**src/rtl/imem_loader_pkg.sv**
```systemverilog
// -----------------------------------------------------------------------------
// loader_pkg
// Shared types and constants for the boot-time instruction-memory loader.
//   state_t        : loader FSM state encoding
//   BYTES_PER_WORD : bytes packed into one instruction word
//   BYTE_W         : width of one byte on the host link
// Optional feature macro: LOADER_CSUM_EN (adds the CSUM state).
// -----------------------------------------------------------------------------
package loader_pkg;

   localparam int BYTES_PER_WORD = 4;
   localparam int BYTE_W         = 8;
   localparam int WORD_W         = BYTES_PER_WORD * BYTE_W;
   localparam int CNT_W          = $clog2(BYTES_PER_WORD);

   typedef enum logic [2:0] {
      IDLE  = 3'd0,
      RECV  = 3'd1,
      WRITE = 3'd2,
`ifdef LOADER_CSUM_EN
      CSUM  = 3'd3,
`endif
      DONE  = 3'd4
   } state_t;

endpackage

```
**src/rtl/imem_loader_if.sv**
```systemverilog
// -----------------------------------------------------------------------------
// imem_loader_if
// Bundles the loader control, the byte-stream handshake and the instruction
// memory write port.
//   start/len               : load command (len in words)
//   in_valid/in_data/in_ready : host byte stream
//   we/waddr/wdata          : instruction-memory write port
//   busy/core_hold/done/err : status
// Modports: slave (the loader), master (host / memory side).
// -----------------------------------------------------------------------------
interface imem_loader_if
   import loader_pkg::*;
#(
   parameter int ADDR_W = 4
);
   logic              start;
   logic [ADDR_W:0]   len;
   logic              in_valid;
   logic [BYTE_W-1:0] in_data;
   logic              in_ready;
   logic              we;
   logic [ADDR_W-1:0] waddr;
   logic [WORD_W-1:0] wdata;
   logic              busy;
   logic              core_hold;
   logic              done;
   logic              err;

   modport slave (
      input  start, len, in_valid, in_data,
      output in_ready, we, waddr, wdata, busy, core_hold, done, err
   );

   modport master (
      output start, len, in_valid, in_data,
      input  in_ready, we, waddr, wdata, busy, core_hold, done, err
   );

endinterface

```
**src/rtl/imem_loader_word_packer.sv**
```systemverilog
// -----------------------------------------------------------------------------
// word_packer
// Little-endian byte-to-word packer: the k-th accepted byte lands in
// word[8k+7:8k].
//   clk, rst_n : clock, asynchronous active-low reset
//   clear      : restart packing at byte 0 (word contents zeroed)
//   shift_en   : accept byte_in this cycle
//   byte_in    : incoming byte
//   word       : packed word (registered)
//   word_full  : this cycle's accepted byte completes the word
// -----------------------------------------------------------------------------
module word_packer
   import loader_pkg::*;
(
   input  logic              clk,
   input  logic              rst_n,
   input  logic              clear,
   input  logic              shift_en,
   input  logic [BYTE_W-1:0] byte_in,
   output logic [WORD_W-1:0] word,
   output logic              word_full
);

   logic [CNT_W-1:0]  cnt_reg;
   logic [WORD_W-1:0] word_reg;

   always_ff @(posedge clk or negedge rst_n) begin
      if (!rst_n) begin
         cnt_reg  <= '0;
         word_reg <= '0;
      end else if (clear) begin
         cnt_reg  <= '0;
         word_reg <= '0;
      end else if (shift_en) begin
         word_reg[cnt_reg*BYTE_W +: BYTE_W] <= byte_in;
         cnt_reg                            <= cnt_reg + 1'b1;
      end
   end

   assign word      = word_reg;
   assign word_full = shift_en && (cnt_reg == CNT_W'(BYTES_PER_WORD - 1));

endmodule

```
**src/rtl/imem_loader.sv**
```systemverilog
// -----------------------------------------------------------------------------
// imem_loader
// Boot loader: receives a byte stream, packs it into 32-bit words and writes
// them to consecutive instruction-memory addresses while holding the core in
// reset. done/err are sticky until the next accepted start.
//   clk   : system clock
//   rst_n : asynchronous active-low reset
//   bus   : imem_loader_if.slave (command, byte stream, write port, status)
// Macro LOADER_CSUM_EN: when defined, one trailing checksum byte (8-bit
// modular sum of all data bytes) is consumed after the last word and a
// mismatch sets err. When undefined, err is tied low.
// -----------------------------------------------------------------------------
module imem_loader
   import loader_pkg::*;
#(
   parameter int ADDR_W = 4
)(
   input logic          clk,
   input logic          rst_n,
   imem_loader_if.slave bus
);

   localparam logic [ADDR_W:0] MAX_LEN = {1'b1, {ADDR_W{1'b0}}};

   state_t            state_reg, state_next;
   logic [ADDR_W:0]   len_reg;
   logic [ADDR_W-1:0] idx_reg;
   logic [ADDR_W:0]   len_clamped;
   logic              accept_start;
   logic              in_ready_int;
   logic              in_csum;
   logic              byte_fire;
   logic              shift_en;
   logic              pack_clear;
   logic              word_full;
   logic              last_word;
   logic              err_reg;
   logic [WORD_W-1:0] word;

   assign len_clamped  = (bus.len > MAX_LEN) ? MAX_LEN : bus.len;
   // start is only honoured while not loading
   assign accept_start = bus.start && ((state_reg == IDLE) || (state_reg == DONE));
   assign in_ready_int = (state_reg == RECV) || in_csum;
   assign byte_fire    = bus.in_valid && in_ready_int;
   assign shift_en     = byte_fire && (state_reg == RECV);
   assign pack_clear   = accept_start || (state_reg == WRITE);
   assign last_word    = ({1'b0, idx_reg} == (len_reg - 1'b1));

   word_packer u_packer (
      .clk       (clk),
      .rst_n     (rst_n),
      .clear     (pack_clear),
      .shift_en  (shift_en),
      .byte_in   (bus.in_data),
      .word      (word),
      .word_full (word_full)
   );

   always_ff @(posedge clk or negedge rst_n) begin
      if (!rst_n) state_reg <= IDLE;
      else        state_reg <= state_next;
   end

   always_comb begin
      state_next = state_reg;
      case (state_reg)
         IDLE, DONE: begin
            if (bus.start) state_next = (len_clamped == '0) ? DONE : RECV;
         end
         RECV: begin
            if (word_full) state_next = WRITE;
         end
         WRITE: begin
            if (last_word) begin
`ifdef LOADER_CSUM_EN
               state_next = CSUM;
`else
               state_next = DONE;
`endif
            end else begin
               state_next = RECV;
            end
         end
`ifdef LOADER_CSUM_EN
         CSUM: begin
            if (byte_fire) state_next = DONE;
         end
`endif
         default: state_next = IDLE;
      endcase
   end

   // Word index only advances between words, so waddr stays below len.
   always_ff @(posedge clk or negedge rst_n) begin
      if (!rst_n) begin
         len_reg <= '0;
         idx_reg <= '0;
      end else if (accept_start) begin
         len_reg <= len_clamped;
         idx_reg <= '0;
      end else if ((state_reg == WRITE) && !last_word) begin
         idx_reg <= idx_reg + 1'b1;
      end
   end

`ifdef LOADER_CSUM_EN
   logic [BYTE_W-1:0] sum_reg;

   assign in_csum = (state_reg == CSUM);

   always_ff @(posedge clk or negedge rst_n) begin
      if (!rst_n) begin
         sum_reg <= '0;
         err_reg <= 1'b0;
      end else if (accept_start) begin
         sum_reg <= '0;
         err_reg <= 1'b0;
      end else begin
         if (shift_en)
            sum_reg <= sum_reg + bus.in_data;
         if (in_csum && byte_fire)
            err_reg <= (bus.in_data != sum_reg);
      end
   end
`else
   assign in_csum = 1'b0;
   assign err_reg = 1'b0;
`endif

   // All outputs decode registered state/datapath values only.
   assign bus.in_ready  = in_ready_int;
   assign bus.we        = (state_reg == WRITE);
   assign bus.waddr     = idx_reg;
   assign bus.wdata     = word;
   assign bus.busy      = (state_reg == RECV) || (state_reg == WRITE) || in_csum;
   assign bus.core_hold = bus.busy;
   assign bus.done      = (state_reg == DONE);
   assign bus.err       = err_reg;

endmodule

```
**src/flat_wrapper.sv**
```systemverilog
// flat-port wrapper written by rule: the top's interface ports become plain ports
module imem_loader_flat import loader_pkg::*;
#(
   parameter int ADDR_W = 4
)
  (clk, rst_n, bus_start, bus_len, bus_in_valid, bus_in_data, bus_in_ready, bus_we, bus_waddr, bus_wdata, bus_busy, bus_core_hold, bus_done, bus_err);
  imem_loader_if #(.ADDR_W(ADDR_W)) bus_i ();
  input logic clk;
  input logic rst_n;
  input wire logic [$bits(bus_i.start)-1:0] bus_start;
  input wire logic [$bits(bus_i.len)-1:0] bus_len;
  input wire logic [$bits(bus_i.in_valid)-1:0] bus_in_valid;
  input wire logic [$bits(bus_i.in_data)-1:0] bus_in_data;
  output wire logic [$bits(bus_i.in_ready)-1:0] bus_in_ready;
  output wire logic [$bits(bus_i.we)-1:0] bus_we;
  output wire logic [$bits(bus_i.waddr)-1:0] bus_waddr;
  output wire logic [$bits(bus_i.wdata)-1:0] bus_wdata;
  output wire logic [$bits(bus_i.busy)-1:0] bus_busy;
  output wire logic [$bits(bus_i.core_hold)-1:0] bus_core_hold;
  output wire logic [$bits(bus_i.done)-1:0] bus_done;
  output wire logic [$bits(bus_i.err)-1:0] bus_err;
  assign bus_i.start = bus_start;
  assign bus_i.len = bus_len;
  assign bus_i.in_valid = bus_in_valid;
  assign bus_i.in_data = bus_in_data;
  assign bus_in_ready = bus_i.in_ready;
  assign bus_we = bus_i.we;
  assign bus_waddr = bus_i.waddr;
  assign bus_wdata = bus_i.wdata;
  assign bus_busy = bus_i.busy;
  assign bus_core_hold = bus_i.core_hold;
  assign bus_done = bus_i.done;
  assign bus_err = bus_i.err;
  imem_loader #(.ADDR_W(ADDR_W)) u_core (.clk(clk), .rst_n(rst_n), .bus(bus_i));
endmodule
```
**config.mk**
```make
export PLATFORM = sky130hd
export DESIGN_NAME = imem_loader_flat
export DESIGN_NICKNAME = d
export VERILOG_FILES = /design/src/rtl/imem_loader_pkg.sv /design/src/rtl/imem_loader_if.sv /design/src/rtl/imem_loader_word_packer.sv /design/src/rtl/imem_loader.sv /design/src/flat_wrapper.sv
export SDC_FILE = /design/constraint.sdc
export NUM_CORES = 1
export LEC_CHECK = 0
export CORE_MARGIN = 2
export CORE_UTILIZATION = 48
export DETAILED_ROUTE_END_ITERATION = 16
export PLACE_DENSITY = 0.84
export SYNTH_ARGS = -nofsm -noshare
export SYNTH_HDL_FRONTEND = slang
export SYNTH_SLANG_ARGS = --single-unit
export TNS_END_PERCENT = 10
```
**constraint.sdc**
```tcl
create_clock -name clk -period 2.2 [get_ports clk]
set_input_delay 0.22 -clock clk [delete_from_list [all_inputs] [get_ports clk]]
set_output_delay 0.22 -clock clk [all_outputs]
set_load 0.1 [all_outputs]
```
==> flow_summary_export.csv, run 1 <==
group,metric,value,unit
global_routing,grt_pass1_wl,8110,µm
placement,placed_cell_area,0.00276,mm²
routing,wl_per_cell,16.0,µm
synthesis,synth_warnings,0,
routing,wl,4780,µm
die,rows,24,
cts,postCtsResizedCells,0,
cts,cts_root_buf,"clkbuf_8",
timing,rsz0062_at_grt,"false",
run,max_cap_violations,0,
cts,clk_latency,0.30,ns
worst_setup_path,crit_path_start_kind,"flop",
synthesis,synth-main-ff-cell,"dfrtp_1",
synthesis,ys_seq_area_share,54.0,%
global_routing,antenna_found_initial,0,
global_routing,grt_pass1_vias,1714,
worst_setup_path,criticalPathCategory,"flop to flop",
die,die-area,0.00499,mm²
pwr,ir_worst_vdd,1.32,mV
die,start_util,49.3,%
synthesis,syn_inst,177,
timing,min_period_over_period,91.5,%
routing,antenna_left,0,
layout,multiInputGateArea,925,µm²
timing,fmax,497,MHz
pwr,powerDensity,1580,mW/mm²
worst_setup_path,crit_required,2.38,ns
global_routing,track_usage,20.9,%
worst_setup_path,worstSetupEndpointType,"flop",
synthesis,synth_nets,201,
die,die_x,70.6,µm
die,ios,59,
cts,cts_made_buffers,5,
global_routing,grt_max_degree,47,
die,chipHeight,70.6,µm
cts,clockBufferDepth,2,
worst_setup_path,crit_arrival,2.20,ns
timing,skew,0.00674,ns
synthesis,synth_area,0.00213,mm²
layout,syn_to_final_growth,33.9,%
cts,clk_pin_slew,0.08,ns
placement,place.gp.congestion,0.851,
routing,vias_per_cell,5.55,
synthesis,yosys_register_bits,46,
pwr,leakagePower,1.34,nW
routing,num_vias,1660,
layout,postLayoutCellArea,0.00285,mm²
timing,hold_viol,0,
routing,drt_iter0_markers,60,
global_routing,overflow,0,
layout,seq_area,0.00115,mm²
layout,largest_reg_flops,32,
layout,drive_gt1_share,29.6,%
timing,relSlewSlack,62.6,%
layout,fin_util,66.0,%
cts,h-tree-depth,2,
timing,setup_viol,0,
synthesis,yosysUniqueCellTypes,39,
layout,diodes,0,
routing,dr.pass1.iters,4,
cts,postCtsSetupBuffers,0,
worst_setup_path,path_max_fanout,5,
cts,cts_tree,"done",
worst_hold_path,hold_class,"input port to flop",
layout,layout.nets,271,
routing,drc,0,
layout,fill_cells,350,
timing,period_minus_slack,2.01,ns
timing,slew_violations,0,
cts,hold_buffers,1,
placement,port_buffers,57,
synthesis,syn-mean-instance-area,12.0,µm²
cts,clkSinkCount,46,
die,coreArea,0.00432,mm²
run_status,status,"completed",
timing,tightest_slew,0.561,ns
placement,dp_hpwl,3540,µm
synthesis,synthArstFlopShare,100,%
synthesis,synth_edf_count,0,
critical path, cell delays in order (launching register included):
cell and delay [ns]:
dfrtp_1 0.42, inv_1 0.07, ha_1 0.20, and4bb_2 0.23, a22oi_1 0.11, a2111oi_4 0.47
nor2_1 0.15, a211o_1 0.25
stage by stage:
step | total power [W] | TNS (ns) | instances | hold slack [ns] | worst slack (ns)
6_report | 0.00450 | 0 | 299 | 0.506 | 0.186
5_1_grt | 0.00471 | 0 | 299 | 0.526 | 0.0257
4_1_cts | 0.00454 | 0 | 299 | 0.497 | 0.173
3_5_place_dp | 0.00404 | 0 | 291 | 0.334 | 0.183
3_3_place_gp | 0.00399 | 0 | 291 | 0.333 | 0.259
2_1_floorplan | 0.00336 | -6.72 | 177 | -0.0756 | -0.273
synthesized netlist by cell type, drive strengths merged, types with 2 or more instances:
cell,number,area (µm²)
nand2,17,73.8
or2,2,12.5
xnor2,6,52.6
o21ai,4,20.0
nand3,2,10.0
buf,3,26.3
mux2i,3,30.0
a22o,31,272
nor3,4,20.0
inv,8,30.0
clkbuf,2,7.51
nor4,2,33.8
nor4b,2,38.8
ha,7,87.6
dfrtp,46,1150
nor2,6,22.5
a21oi,9,45.0
nand2b,7,43.8
layout make-up:
| cell class | count | area share (%) |
|---|---|---|
| inverter | 8 | 1.18 |
| timing repair buffer | 68 | 21.0 |
| sequential | 46 | 40.4 |
| multi-input combinational | 118 | 32.4 |
| tap | 52 | 2.28 |
| clock inverter | 1 | 0.263 |
| clock buffer | 6 | 2.54 |
where the power goes:
| group | switching [W] | leakage [nW] | total [W] | internal, W |
|---|---|---|---|---|
| logic | 0.00199 | 0.683 | 0.00276 | 0.000773 |
| clock network | 0.000273 | 0.0373 | 0.000491 | 0.000218 |
| registers | 0.000191 | 0.625 | 0.00126 | 0.00106 |
cell families (layout without fill, tap and decap cells):
kind of cell	count (synthesis)	count (layout)	synth area share (%)
fa+ha+maj	7	7	4.11
buf+inv	13	83	2.99
other cells	1	1	0.176
simple gates	49	49	15.1
flops	46	46	54.0
compound gates	51	51	19.2
xor+xnor	6	6	2.46
mux	4	4	1.94
worst paths after layout:
kind / startpoint / end / slack, ns / depth (start not counted)
worst max-delay path: u_core.len_reg[0] / u_core.state_reg[0] / 0.19 / 7
worst min-delay path: bus_len[2] / u_core.len_reg[2] / 0.51 / 3
worst min register to register: u_core.u_packer.word[7] / u_core.u_packer.word[7] / 0.51 / 1
worst max register to register: u_core.len_reg[0] / u_core.state_reg[0] / 0.19 / 7
min in group asynchronous: rst_n / u_core.bus.waddr[2] / 0.52 / 3
max in group asynchronous: rst_n / u_core.state_reg[1] / 1.26 / 3
layer usage:
metal / GRT usage [%] / vias to the layer above / wire length [µm]
met2: 32.9 / 57 / 2240
met1: 27.2 / 814 / 2120
met3: 6.84 / 8 / 335
met5: 0 / - / 0
li1: - / 781 / -
met4: 7.55 / 0 / 74
layout by cell type, fill, tap and decap left out, types with 2 or more instances in the layout:
cell type and instances:
ha_1 7, dfrtp_1 45, nand3_1 2, a22o_1 31
nor2_1 6, clkinvlp_4 2, clkdlybuf4s50_1 15, inv_1 7
nand2b_1 7, a21oi_1 9, xnor2_1 6, buf_4 47
mux2i_1 3, nand2_1 15, buf_12 4, clkbuf_8 5
nor3_1 3, o21ai_0 4
Note: power is estimated with default switching activity, not from simulation.
==> inputs of run 2 (changes only) <==
Settings changed: CORE_UTILIZATION 48 to 44, PLACE_DENSITY 0.84 to 0.8, SYNTH_HIERARCHICAL set to 1.
Clock period 2.2 ns to 1.8 ns, I/O delays scaled along.
==> flow_summary_export.csv, run 2 <==
group,metric,value,unit
worst_hold_path,hold_class,"input port to flop",
worst_setup_path,path_max_fanout,7,
worst_setup_path,crit_path_start_kind,"flop",
cts,clkSinkCount,46,
layout,layout.nets,292,
synthesis,synthMostInstantiatedCell,"dfrtp_1",
synthesis,netlist.top_cell.by_area,"dfrtp_1",
routing,wl_met3,152,µm
cts,h-tree-depth,2,
routing,antenna_left,0,
timing,skew,0.00818,ns
synthesis,synthArstFlopShare,100,%
synthesis,synth_area,0.00229,mm²
die,coreArea,0.00507,mm²
timing,setup_viol,15,
cts,cts_made_buffers,5,
worst_setup_path,path_depth,6,
routing,wl_per_cell,14.9,µm
worst_setup_path,reg2regPathDepth,6,
worst_setup_path,crit_required,2.01,ns
cts,clk_latency,0.30,ns
worst_setup_path,cp_slowest_cell,"or3b_4",
routing,drc,0,
synthesis,synth_area_leaders,"dfrtp_1 50%, a32o_1 10%, o32ai_2 5.7%, ha_1 3.8%, inv_1 2.8%",
synthesis,yosysUniqueCellTypes,40,
timing,period_minus_slack,1.83,ns
cts,postCtsSetupBuffers,0,
synthesis,synth_top_area_share,50.2,%
placement,dp_slack,-0.0646,ns
synthesis,synth_warnings,6,
worst_setup_path,worstSetupEndpointType,"flop",
worst_setup_path,critPathMostFrequentCell,"or3b_4",
pwr,leakagePower,1.41,nW
layout,final_cell_mix,"47 x buf_4, 46 x dfrtp_1, 24 x a32o_1",
layout,largest_reg_flops,32,
worst_setup_path,regToRegSetupSlack,-0.03,ns
worst_hold_path,hold_depth,3,
timing,fin_ws,-0.0277,ns
routing,vias_per_cell,5.28,
global_routing,grt_pass1_vias,1803,
synthesis,synth_edf_count,0,
cts,cts_root_buf,"clkbuf_8",
layout,fill_cells,429,
layout,multiInputGateArea,0.00101,mm²
timing,min_period_over_period,102,%
die,start_util,45.2,%
synthesis,synth_nets,226,
placement,place.gp.congestion,0.753,
cts,clk_pin_slew,0.09,ns
worst_setup_path,criticalPathCategory,"flop to flop",
timing,tightest_slew,0.578,ns
die,rows,26,
routing,top_layer_used,"met4",
timing,hold_viol,0,
synthesis,synth-main-ff-cell,"dfrtp_1",
layout,drive_gt1_share,32.3,%
routing,met2WireLength,2490,µm
worst_setup_path,timing.rr.start,"u_core/state_reg[1]",
worst_setup_path,r2r_end,"u_core/u_packer/word[31]",
global_routing,antenna_found_initial,0,
die,chipHeight,76.2,µm
cts,clockBufferDepth,2,
routing,dr.pass1.iters,4,
worst_setup_path,crit_chain,"or3b_4 > clkinvlp_4 > and2_4 > or3b_4 > buf_6 > o32ai_2",
die,die-area,0.00581,mm²
layout,final_common_cell,"buf_4",
placement,dp_hpwl,3730,µm
global_routing,track_usage,18.5,%
timing,fmax,547,MHz
pwr,ir_worst_vdd,0.994,mV
synthesis,yosys_register_bits,46,
synthesis,syn-mean-instance-area,11.4,µm²
run_status,status,"finished, violations left",
worst_setup_path,critPathMaxStageDelay,0.41,ns
layout,seq_area,0.00115,mm²
synthesis,syn_inst,202,
run,max_cap_violations,0,
layout,diodes,0,
routing,wl,5070,µm
pwr,powerDensity,1870,mW/mm²
worst_hold_path,min_to,"u_core/len_reg[2]",
worst_setup_path,critPathTopFamily,"simple AND/OR/NAND/NOR gates",
worst_setup_path,crit_buf_inv,2,
cts,cts_tree,"done",
synthesis,yosys-top-cells-count,"46 x dfrtp_1, 24 x a32o_1, 17 x inv_1, 17 x nand2_1, 9 x nor2b_1",
routing,drt_iter0_markers,137,
pwr,power.total,0.00582,W
worst_setup_path,crit_arrival,2.04,ns
global_routing,grt_pass1_wl,8800,µm
placement,port_buffers,57,
global_routing,grt_max_degree,47,
routing,num_vias,1789,
layout,postLayoutCellArea,0.00311,mm²
worst_hold_path,hold_path.startpoint,"bus_len[2]",
synthesis,ys_seq_area_share,50.2,%
routing,wl_met1,2350,µm
timing,relSlewSlack,61.5,%
worst_setup_path,cp-startpoint,"u_core/state_reg[1]",
timing,rsz0062_at_grt,"true",
die,ios,59,
run_status,violations,"setup timing",
global_routing,overflow,0,
die,die_x,76.2,µm
layout,syn_to_final_growth,35.8,%
placement,placed_cell_area,0.00299,mm²
timing,slew_violations,0,
## run 2: cell type report
type                    instances  share of cell area (%)
flip-flops and latches         46                    37.0
multi-input cells             124                    32.5
repair buffers                 74                    22.8
well taps                      70                    2.81
clock buffers                   6                    2.33
inverters                      17                    2.17
clock inverters                 2                   0.442
## run 2: logic make-up (layout without fill, tap and decap cells)
| logic type | after synthesis | in the layout | share of synthesized area, % |
|---|---|---|---|
| and+or+nand+nor | 55 | 55 | 13.0 |
| AOI/OAI and AO/OA | 52 | 52 | 22.1 |
| DFF | 46 | 46 | 50.2 |
| buffers and inverters | 32 | 99 | 6.98 |
| adders and majority gates | 7 | 7 | 3.82 |
| xor gates and xnor gates | 6 | 6 | 2.29 |
| muxes | 3 | 3 | 1.36 |
| other | 1 | 1 | 0.164 |
## run 2: worst max-delay path by stage
stage / end
final: u_core/u_packer/word[31]
after global routing: u_core/u_packer/word[28]
after CTS: u_core/u_packer/word[27]
after detailed placement: u_core/u_packer/word[31]
after global placement: u_core/u_packer/word[25]
after floorplan: u_core/u_packer/word[30]
## run 2: worst register-to-register path, stage by stage, from the launching register on
cell        delay, ns
dfrtp_1          0.38
or3b_4           0.41
clkinvlp_4       0.08
and2_4           0.13
or3b_4           0.38
buf_6            0.15
o32ai_2          0.20
## run 2: routing by layer
layer,global-route usage (%),vias up
met2,30.7,44
li1,-,859
met1,24.8,880
met3,3.20,6
met4,6.00,0
met5,0,-
## run 2: power by group
group	switching, W	internal [W]	total [W]
sequential	0.000193	0.00130	0.00149
clock	0.000348	0.000274	0.000622
combinational	0.00262	0.00109	0.00371
## run 2: metrics by stage
stage	setup TNS [ns]	hold WS, ns	instances	utilization, %
2_1_floorplan	-14.95	-0.116	202	-
3_3_place_gp	-0.116	0.300	330	58.9
3_5_place_dp	-0.337	0.298	330	58.9
4_1_cts	-0.114	0.463	339	61.0
5_1_grt	-1.45	0.493	339	61.4
6_report	-0.183	0.472	339	61.4
## run 2: repair_timing
| item | CTS | global route |
|---|---|---|
| hold endpoints to repair | 46 | 0 |
| endpoints found under the setup margin | 15 | 39 |
| pin swaps | 0 | 1 |
| gates resized for setup | 4 | 6 |
| hold buffers | 1 | 0 |
==> inputs of run 3 (changes only) <==
Settings changed: PLACE_DENSITY 0.8 to 0.76.
==> flow_summary_export.csv, run 3 (synthesized netlist as in run 2, its figures left out) <==
group,metric,value,unit
run_status,status,"finished, violations left",
run_status,violations,"setup timing",
routing,vias_per_cell,5.52,
routing,wl,5680,µm
die,ios,59,
routing,dr.pass1.iters,4,
cts,clockBufferDepth,2,
timing,setup_viol,18,
layout,diodes,0,
pwr,power_frac_clock,13.0,%
worst_setup_path,path_max_fanout,8,
timing,hold_viol,0,
routing,drt_iter0_markers,110,
layout,fin_util,63.9,%
timing,min_period_over_period,102,%
worst_setup_path,reg2regPathDepth,5,
worst_setup_path,path_depth,5,
pwr,power_switching,0.00333,W
timing,slew_violations,0,
pwr,powerDensity,1920,mW/mm²
pwr,ir_worst_vdd,0.946,mV
pwr,pwr-share-comb,63.0,%
timing,period_minus_slack,1.83,ns
placement,place.gp.congestion,0.754,
worst_setup_path,crit_buf_inv,1,
run,max_cap_violations,0,
die,chipHeight,76.2,µm
global_routing,grt_pass1_wl,9340,µm
layout,final_common_cell,"buf_4",
worst_setup_path,cp_slowest_cell,"or3b_4",
die,coreArea,0.00507,mm²
timing,relSlewSlack,60.2,%
worst_setup_path,timing.rr.start,"u_core/state_reg[2]",
worst_setup_path,critPathTopFamily,"simple AND/OR/NAND/NOR gates",
cts,cts_tree,"done",
layout,layout.nets,297,
cts,clkSinkCount,46,
placement,dp_slack,-0.0502,ns
timing,skew,0.0131,ns
layout,final_cell_mix,"49 x buf_4, 46 x dfrtp_1, 24 x a32o_1",
global_routing,grt_pass1_vias,1889,
worst_hold_path,hold_class,"input port to async pin",
routing,antenna_left,0,
worst_setup_path,crit_arrival,2.05,ns
pwr,internal_power,0.00290,W
layout,seq_area,0.00115,mm²
placement,dp_hpwl,4120,µm
timing,rsz0062_at_grt,"true",
die,rows,26,
layout,syn_to_final_growth,41.5,%
routing,wl_per_cell,16.5,µm
global_routing,overflow,0,
worst_setup_path,worstSetupEndpointType,"flop",
worst_setup_path,critPathMostFrequentCell,"or3b_4",
global_routing,antenna_found_initial,0,
worst_setup_path,r2r_end,"u_core/u_packer/word[30]",
pwr,power.share.switching,53.4,%
layout,multiInputGateArea,0.00106,mm²
worst_setup_path,regToRegSetupSlack,-0.03,ns
die,die-area,0.00581,mm²
routing,num_vias,1899,
cts,clk_latency,0.30,ns
layout,fill_cells,418,
cts,h-tree-depth,2,
worst_setup_path,crit_chain,"or3b_4 > clkinvlp_4 > and2_4 > or3b_4 > o32ai_2",
worst_setup_path,crit_path_start_kind,"flop",
placement,dp.cells,332,
layout,layoutNonFillerInstCount,344,
timing,tightest_slew,0.598,ns
pwr,p_seq_share,24.1,%
layout,largest_reg_flops,32,
die,die_x,76.2,µm
worst_setup_path,critPathMaxStageDelay,0.47,ns
placement,port_buffers,57,
routing,drc,0,
cts,cts_made_buffers,5,
cts,cts_root_buf,"clkbuf_8",
global_routing,grt_max_degree,27,
cts,clk_pin_slew,0.10,ns
global_routing,track_usage,20.1,%
worst_setup_path,crit_required,2.02,ns
worst_setup_path,criticalPathCategory,"flop to flop",
layout,drive_gt1_share,35.0,%
timing,fin_ws,-0.0332,ns
pwr,leakagePower,1.46,nW
die,start_util,45.2,%
timing,fmax,546,MHz
-- run 3: cell types whose count changed in the layout (fill, tap and decap cells not counted), sizes merged --
cell	delta
inv	+1
a41o	+1
clkinvlp	+1
bufinv	+1
buf	+3
clkinv	-2
-- run 3: per-layer routing --
metal / GRT usage [%] / vias to the layer above / share of wire, %
met2: 34.6 / 56 / 52
met4: 7.09 / 0 / 1.6
li1: - / 880 / -
met3: 3.91 / 9 / 4.5
met1: 25.3 / 954 / 42
met5: 0 / - / 0
-- run 3: final cells by class --
| cell class | instances | share of cell area (%) |
|---|---|---|
| sequential | 46 | 35.5 |
| clock inverter | 3 | 1.50 |
| clock buffer | 5 | 2.12 |
| timing repair buffer | 78 | 23.4 |
| inverter | 17 | 2.08 |
| multi-input combinational | 125 | 32.7 |
| tap | 70 | 2.70 |
-- run 3: worst reg2reg max path, stage by stage, from the launching register on --
cell and delay [ns]:
dfrtp_1 0.40, or3b_4 0.41, clkinvlp_4 0.08, and2_4 0.13
or3b_4 0.47, o32ai_2 0.26
-- run 3: how the worst max path moves through the flow --
stage	start	to
2_1_floorplan	u_core/state_reg[1]	u_core/u_packer/word[30]
3_3_place_gp	u_core/state_reg[1]	u_core/u_packer/word[30]
3_5_place_dp	u_core/state_reg[1]	u_core/u_packer/word[30]
4_1_cts	u_core/state_reg[2]	u_core/u_packer/word[30]
5_1_grt	u_core/state_reg[2]	u_core/u_packer/word[31]
6_report	u_core/state_reg[2]	u_core/u_packer/word[30]
-- run 3: through the flow --
stage                     TNS (ns)  total power [W]  area (µm²)  hold WS [ns]
final                       -0.289          0.00623        3240         0.399
after global placement     -0.0202          0.00512        3000         0.207
after global routing         -1.56          0.00652        3240         0.451
after floorplan             -14.95          0.00423        2300        -0.116
after detailed placement    -0.361          0.00520        3000         0.209
after CTS                   -0.426          0.00606        3160         0.422
-- run 3: repair_timing --
item,in CTS,in global routing
buffers inserted,1,1
endpoints found under the hold margin,24,0
resized for setup,4,16
gates cloned,0,2
setup endpoints to repair,30,40
hold buffers,1,0
pin swaps,1,4
-- run 3: power by group through the flow --
stage | Combinational, W | Sequential, W | Clock (W)
after CTS | 0.00375 | 0.00150 | 0.000815
final | 0.00392 | 0.00150 | 0.000807
after floorplan | 0.00143 | 0.00280 | 0
after detailed placement | 0.00368 | 0.00152 | 0
after global placement | 0.00362 | 0.00151 | 0
after global routing | 0.00412 | 0.00154 | 0.000862
==> RTL edit 1 (settings of run 1) <==
Re-encode `state_t` (4 states) as one-hot, 4 bits wide.
--- a/src/rtl/imem_loader_pkg.sv
+++ b/src/rtl/imem_loader_pkg.sv
@@ -13,14 +13,14 @@
    localparam int WORD_W         = BYTES_PER_WORD * BYTE_W;
    localparam int CNT_W          = $clog2(BYTES_PER_WORD);
 
-   typedef enum logic [2:0] {
-      IDLE  = 3'd0,
-      RECV  = 3'd1,
-      WRITE = 3'd2,
+   typedef enum logic [3:0] {
+      IDLE  = 4'b0001,
+      RECV  = 4'b0010,
+      WRITE = 4'b0100,
 `ifdef LOADER_CSUM_EN
       CSUM  = 3'd3,
 `endif
-      DONE  = 3'd4
+      DONE  = 4'b1000
    } state_t;
 
 endpackage
Function: no difference found for any inputs over 10 cycles, from zero or initial values and one cycle with rst_n low; not proved beyond that.
==> RTL edit 1 against run 1 <==
Design area is 3.7% higher. Synthesized area grew 5.6%. Critical path depth is 4 lower. Power decreased by 29%. Setup slack improved by 9.6 ps. Sequential cell count is 1 higher. Combinational power shrank 46%. Routed wire length rose by 7.0%.
==> RTL edit 1: results (changes against run 1) <==
[global_route]
grt_pass1_vias=1762  ; +2.8%
grt_pass1_wl_mm=8.83  ; +8.8%
grt_max_degree=22  ; -53%

[place]
dpl.hpwl_mm=3.90  ; +10%
place_congestion=0.817  ; -4.0%
place_area_um2=2850  ; +3.2%
placedCellCount=307  ; +5.5%

[logic_synthesis]
synth.area.top_cells=dfrtp_1 51%, a22o_1 9.7%, ha_1 3.9%
synth_fa_ha_area_frac=0.0389  ; -0.00219
ys_seq_area_frac=0.523  ; -0.0171
synthesis.nets=224  ; +11%
synth-compound-area-share=0.180  ; -0.0119
synthMuxAreaShare=0.0183  ; -0.00103
netlist_top_cells_count=46 x dfrtp_1, 25 x a22o_1, 20 x nand2_1
ys_types=45  ; +15%
syn-instance-count=200  ; +13%
synthXorXnorAreaFrac=0.0272  ; +0.00257

[pwr]
ir_worst_vdd_mv=0.928  ; -29%
p_leak_nw=1.41  ; +5.1%

[sta]
max_slew_margin=0.652  ; +0.0261
whs_ps=398  ; -108 ps
clock_skew_ps=6.10  ; -0.633 ps

[hold_path]
holdCritPathClass=in -> async

[detailed_routing]
wl_mm=5.11  ; +7.0%
vias_per_cell=5.59  ; +0.66%
first_iter_violations=66  ; +10%
vias=1766  ; +6.4%

[critical_path]
cp.arrival_ps=1780  ; -420 ps
max_stage_delay_ps=530  ; +60 ps
path_max_fanout=8  ; +3
slowest_stage=nor4b_4
rrSetupSlack_ps=280  ; +90 ps
crit_family=simple AND/OR/NAND/NOR gates

[finish]
layout-drive-gt1-share=0.269  ; -0.0266
n_fill_cell=359  ; +2.6%
fin_nets=287  ; +5.9%

[outcome]
status=finished clean

==> RTL edit 1: layer usage <==
| metal | global-route usage | vias up | share of wire |
|---|---|---|---|
| li1 | - | 851 | - |
| met1 | 0.310 | 860 | 0.47 |
| met2 | 0.345 | 49 | 0.47 |
| met3 | 0.0375 | 6 | 0.043 |
| met4 | 0.0658 | 0 | 0.014 |
| met5 | 0 | - | 0 |
==> RTL edit 1: through the flow <==
stage	setup TNS, ps	worst slack, ps
floorplan	-13570	-625
global placement	0	344
detailed placement	0	274
CTS	0	163
global route	0	64.3
finish	0	196
==> RTL edit 1: final timing paths <==
path | start | to | cells past startpoint
min in group clk | bus_len[0] | u_core.len_reg[0] | 3
max in group asynchronous | rst_n | u_core.state_reg[0] | 3
setup / recovery | u_core.state_reg[3] | bus_core_hold | 3
hold / removal | rst_n | u_core.len_reg[1] | 2
setup reg to reg | u_core.state_reg[0] | u_core.len_reg[4] | 4
hold reg to reg | u_core.u_packer.word[26] | u_core.u_packer.word[26] | 1
==> RTL edit 1: area by class of cell <==
type                    instances  area, um^2  share of cell area
inverters                       7        26.3             0.00888
repair buffers                 64         581               0.196
well taps                      52        65.1              0.0220
clock inverters                 2        16.3             0.00549
clock buffers                   6        82.6              0.0279
multi-input cells             138        1010               0.342
flip-flops and latches         47        1180               0.398
==> RTL edit 1: where the power goes <==
| group | internal (W) | leakage [nW] | total (W) | switching, W |
|---|---|---|---|---|
| clock | 0.000257 | 0.0474 | 0.000549 | 0.000292 |
| combinational | 0.000461 | 0.722 | 0.00148 | 0.00101 |
| sequential | 0.000999 | 0.643 | 0.00116 | 0.000164 |
| total | 0.00172 | 1.41 | 0.00319 | 0.00147 |
==> RTL edit 1: kinds of logic after synthesis <==
group / Yosys count
AND/OR/NAND/NOR: 66
AO/OA/AOI/OAI: 53
flip-flops: 47
buffers and inverters: 15
adder cells (fa/ha/maj): 7
XOR/XNOR: 7
multiplexers: 4
other: 1
==> RTL edit 2 (flow settings as in run 1) <==
Without the edit above. The option `LOADER_CSUM_EN` is turned on by a define.
--- a/src/rtl/imem_loader_pkg.sv
+++ b/src/rtl/imem_loader_pkg.sv
@@ -6,6 +6,8 @@
 //   BYTE_W         : width of one byte on the host link
 // Optional feature macro: LOADER_CSUM_EN (adds the CSUM state).
 // -----------------------------------------------------------------------------
+`define LOADER_CSUM_EN
+
 package loader_pkg;
 
    localparam int BYTES_PER_WORD = 4;
Behaviour: not the same (a bounded check fails within 10 cycles, from zero or initial values and one cycle with rst_n low).
==> RTL edit 2 against run 1 <==
Routed wire length grew 35%. Worst hold slack lost 470 ps. Sequential cell count grew 9. Synthesized area grew 28%. Via count grew 35%. Count of clock-buffer cells in the layout shrank 1. Power grew 16%. Clock skew grew 2.9 ps. Setup slack gained 40 ps. Global-route usage grew 0.54 points. Design area grew 23%.
==> RTL edit 2: results (changes against run 1) <==
[clocking]
clk_pin_slew_ps=100  ; +20 ps
post-cts-setup-buffers=0  ; unchanged
hold_buffers=0  ; -1

[global_route]
grt_max_degree=56  ; +19%
grt_usage=0.214  ; +0.00538
grt_pass1_wl_mm=10.6  ; +31%

[pwr]
p_leak_nw=1.71  ; +27%
ir_worst_vdd_mv=1.26  ; -4.1%

[finish]
n_fill_cell=445  ; +27%
fin_nets=361  ; +33%

[logic_synthesis]
synth.area.top_cells=dfrtp_1 50%, a22o_1 8.3%, ha_1 6.4%
syn_area_per_cell_um2=10.9  ; -9.1%
netlist_top_cells_count=55 x dfrtp_1, 27 x nand2_1, 26 x a22o_1
synthesis.nets=282  ; +40%
ys_types=44  ; +13%
ys_seq_area_frac=0.503  ; -0.0369

[outcome]
status=finished clean

[detailed_routing]
wire_per_inst_um=16.0  ; +0.19%
wl_mm=6.43  ; +35%
first_iter_violations=107  ; +78%
vias_per_cell=5.57  ; +0.28%

[critical_path]
startpoint=u_core.sum_reg[0]
rrSetupSlack_ps=230  ; +40 ps
max_stage_delay_ps=400  ; -70 ps
r2r-start=u_core.sum_reg[0]
r2r_end=u_core.sum_reg[6]
path_max_fanout=2  ; -3
reg2reg_depth=8  ; +1
slowest_stage=dfrtp_1

[sta]
max_slew_margin=0.546  ; -0.0797
fmax_mhz=507  ; +2.0%

[place]
dpl.hpwl_mm=4.96  ; +40%
place_congestion=0.911  ; +7.1%
placedCellCount=394  ; +35%
port_buffers=58  ; +1.8%
place_area_um2=3430  ; +24%
place_ws_ps=-92.8  ; -276 ps

[hold_path]
holdCritPathClass=in -> async

RTL edit 2: logic make-up after synthesis:
| logic type | after synthesis | synth area share |
|---|---|---|
| adders and majority gates | 15 | 0.0713 |
| DFF | 55 | 0.503 |
| AOI/OAI and AO/OA | 76 | 0.195 |
| buffers and inverters | 14 | 0.0224 |
| xor gates and xnor gates | 15 | 0.0480 |
| muxes | 2 | 0.00732 |
| and+or+nand+nor | 73 | 0.153 |
RTL edit 2: worst register-to-register path: stages, from the launching register on:
cell	delay, ps
dfrtp_1	400
ha_1	210
fa_1	400
a21o_1	170
a21oi_1	190
o21bai_1	80
a21oi_1	170
xor2_1	150
o21ai_0	80
RTL edit 2: where the power goes:
part / leakage [nW] / total (W) / switching, W / internal (W)
Clock: 0.0483 / 0.000554 / 0.000329 / 0.000225
Sequential: 0.740 / 0.00152 / 0.000226 / 0.00129
Combinational: 0.921 / 0.00316 / 0.00226 / 0.000899
Total: 1.71 / 0.00523 / 0.00282 / 0.00242
RTL edit 2: per-stage QoR:
stage | utilization | power, W
finish | 0.640 | 0.00523
global route | 0.640 | 0.00554
CTS | 0.640 | 0.00527
detailed placement | 0.624 | 0.00471
global placement | 0.624 | 0.00463
floorplan | - | 0.00394
RTL edit 2: final cells by class:
type	count	area (um^2)	share of cell area
sequential	55	1380	0.391
multi-input combinational	181	1310	0.371
timing repair buffer	78	633	0.180
tap	72	90.1	0.0256
clock buffer	5	68.8	0.0195
inverter	8	30.0	0.00853
clock inverter	3	18.8	0.00533
RTL edit 2: how the worst min path moves through the flow:
stage / start / endpoint / slack (ps) / depth (start not counted)
final: rst_n / u_core.u_packer.word[20] / 40 / 2
after global routing: rst_n / u_core.u_packer.word[17] / 90 / 2
after CTS: rst_n / u_core.u_packer.word[17] / 60 / 2
after detailed placement: rst_n / u_core.u_packer.word[21] / 390 / 2
after global placement: rst_n / u_core.u_packer.word[21] / 380 / 2
after floorplan: rst_n / u_core.bus.err / -80 / 0
RTL edit 2: layer usage:
| layer | track usage | wire length, um | up-vias |
|---|---|---|---|
| li1 | - | - | 1071 |
| met1 | 0.275 | 2750 | 1077 |
| met2 | 0.382 | 3280 | 83 |
| met3 | 0.0305 | 355 | 7 |
| met4 | 0.0448 | 43 | 0 |
| met5 | 0 | 0 | - |
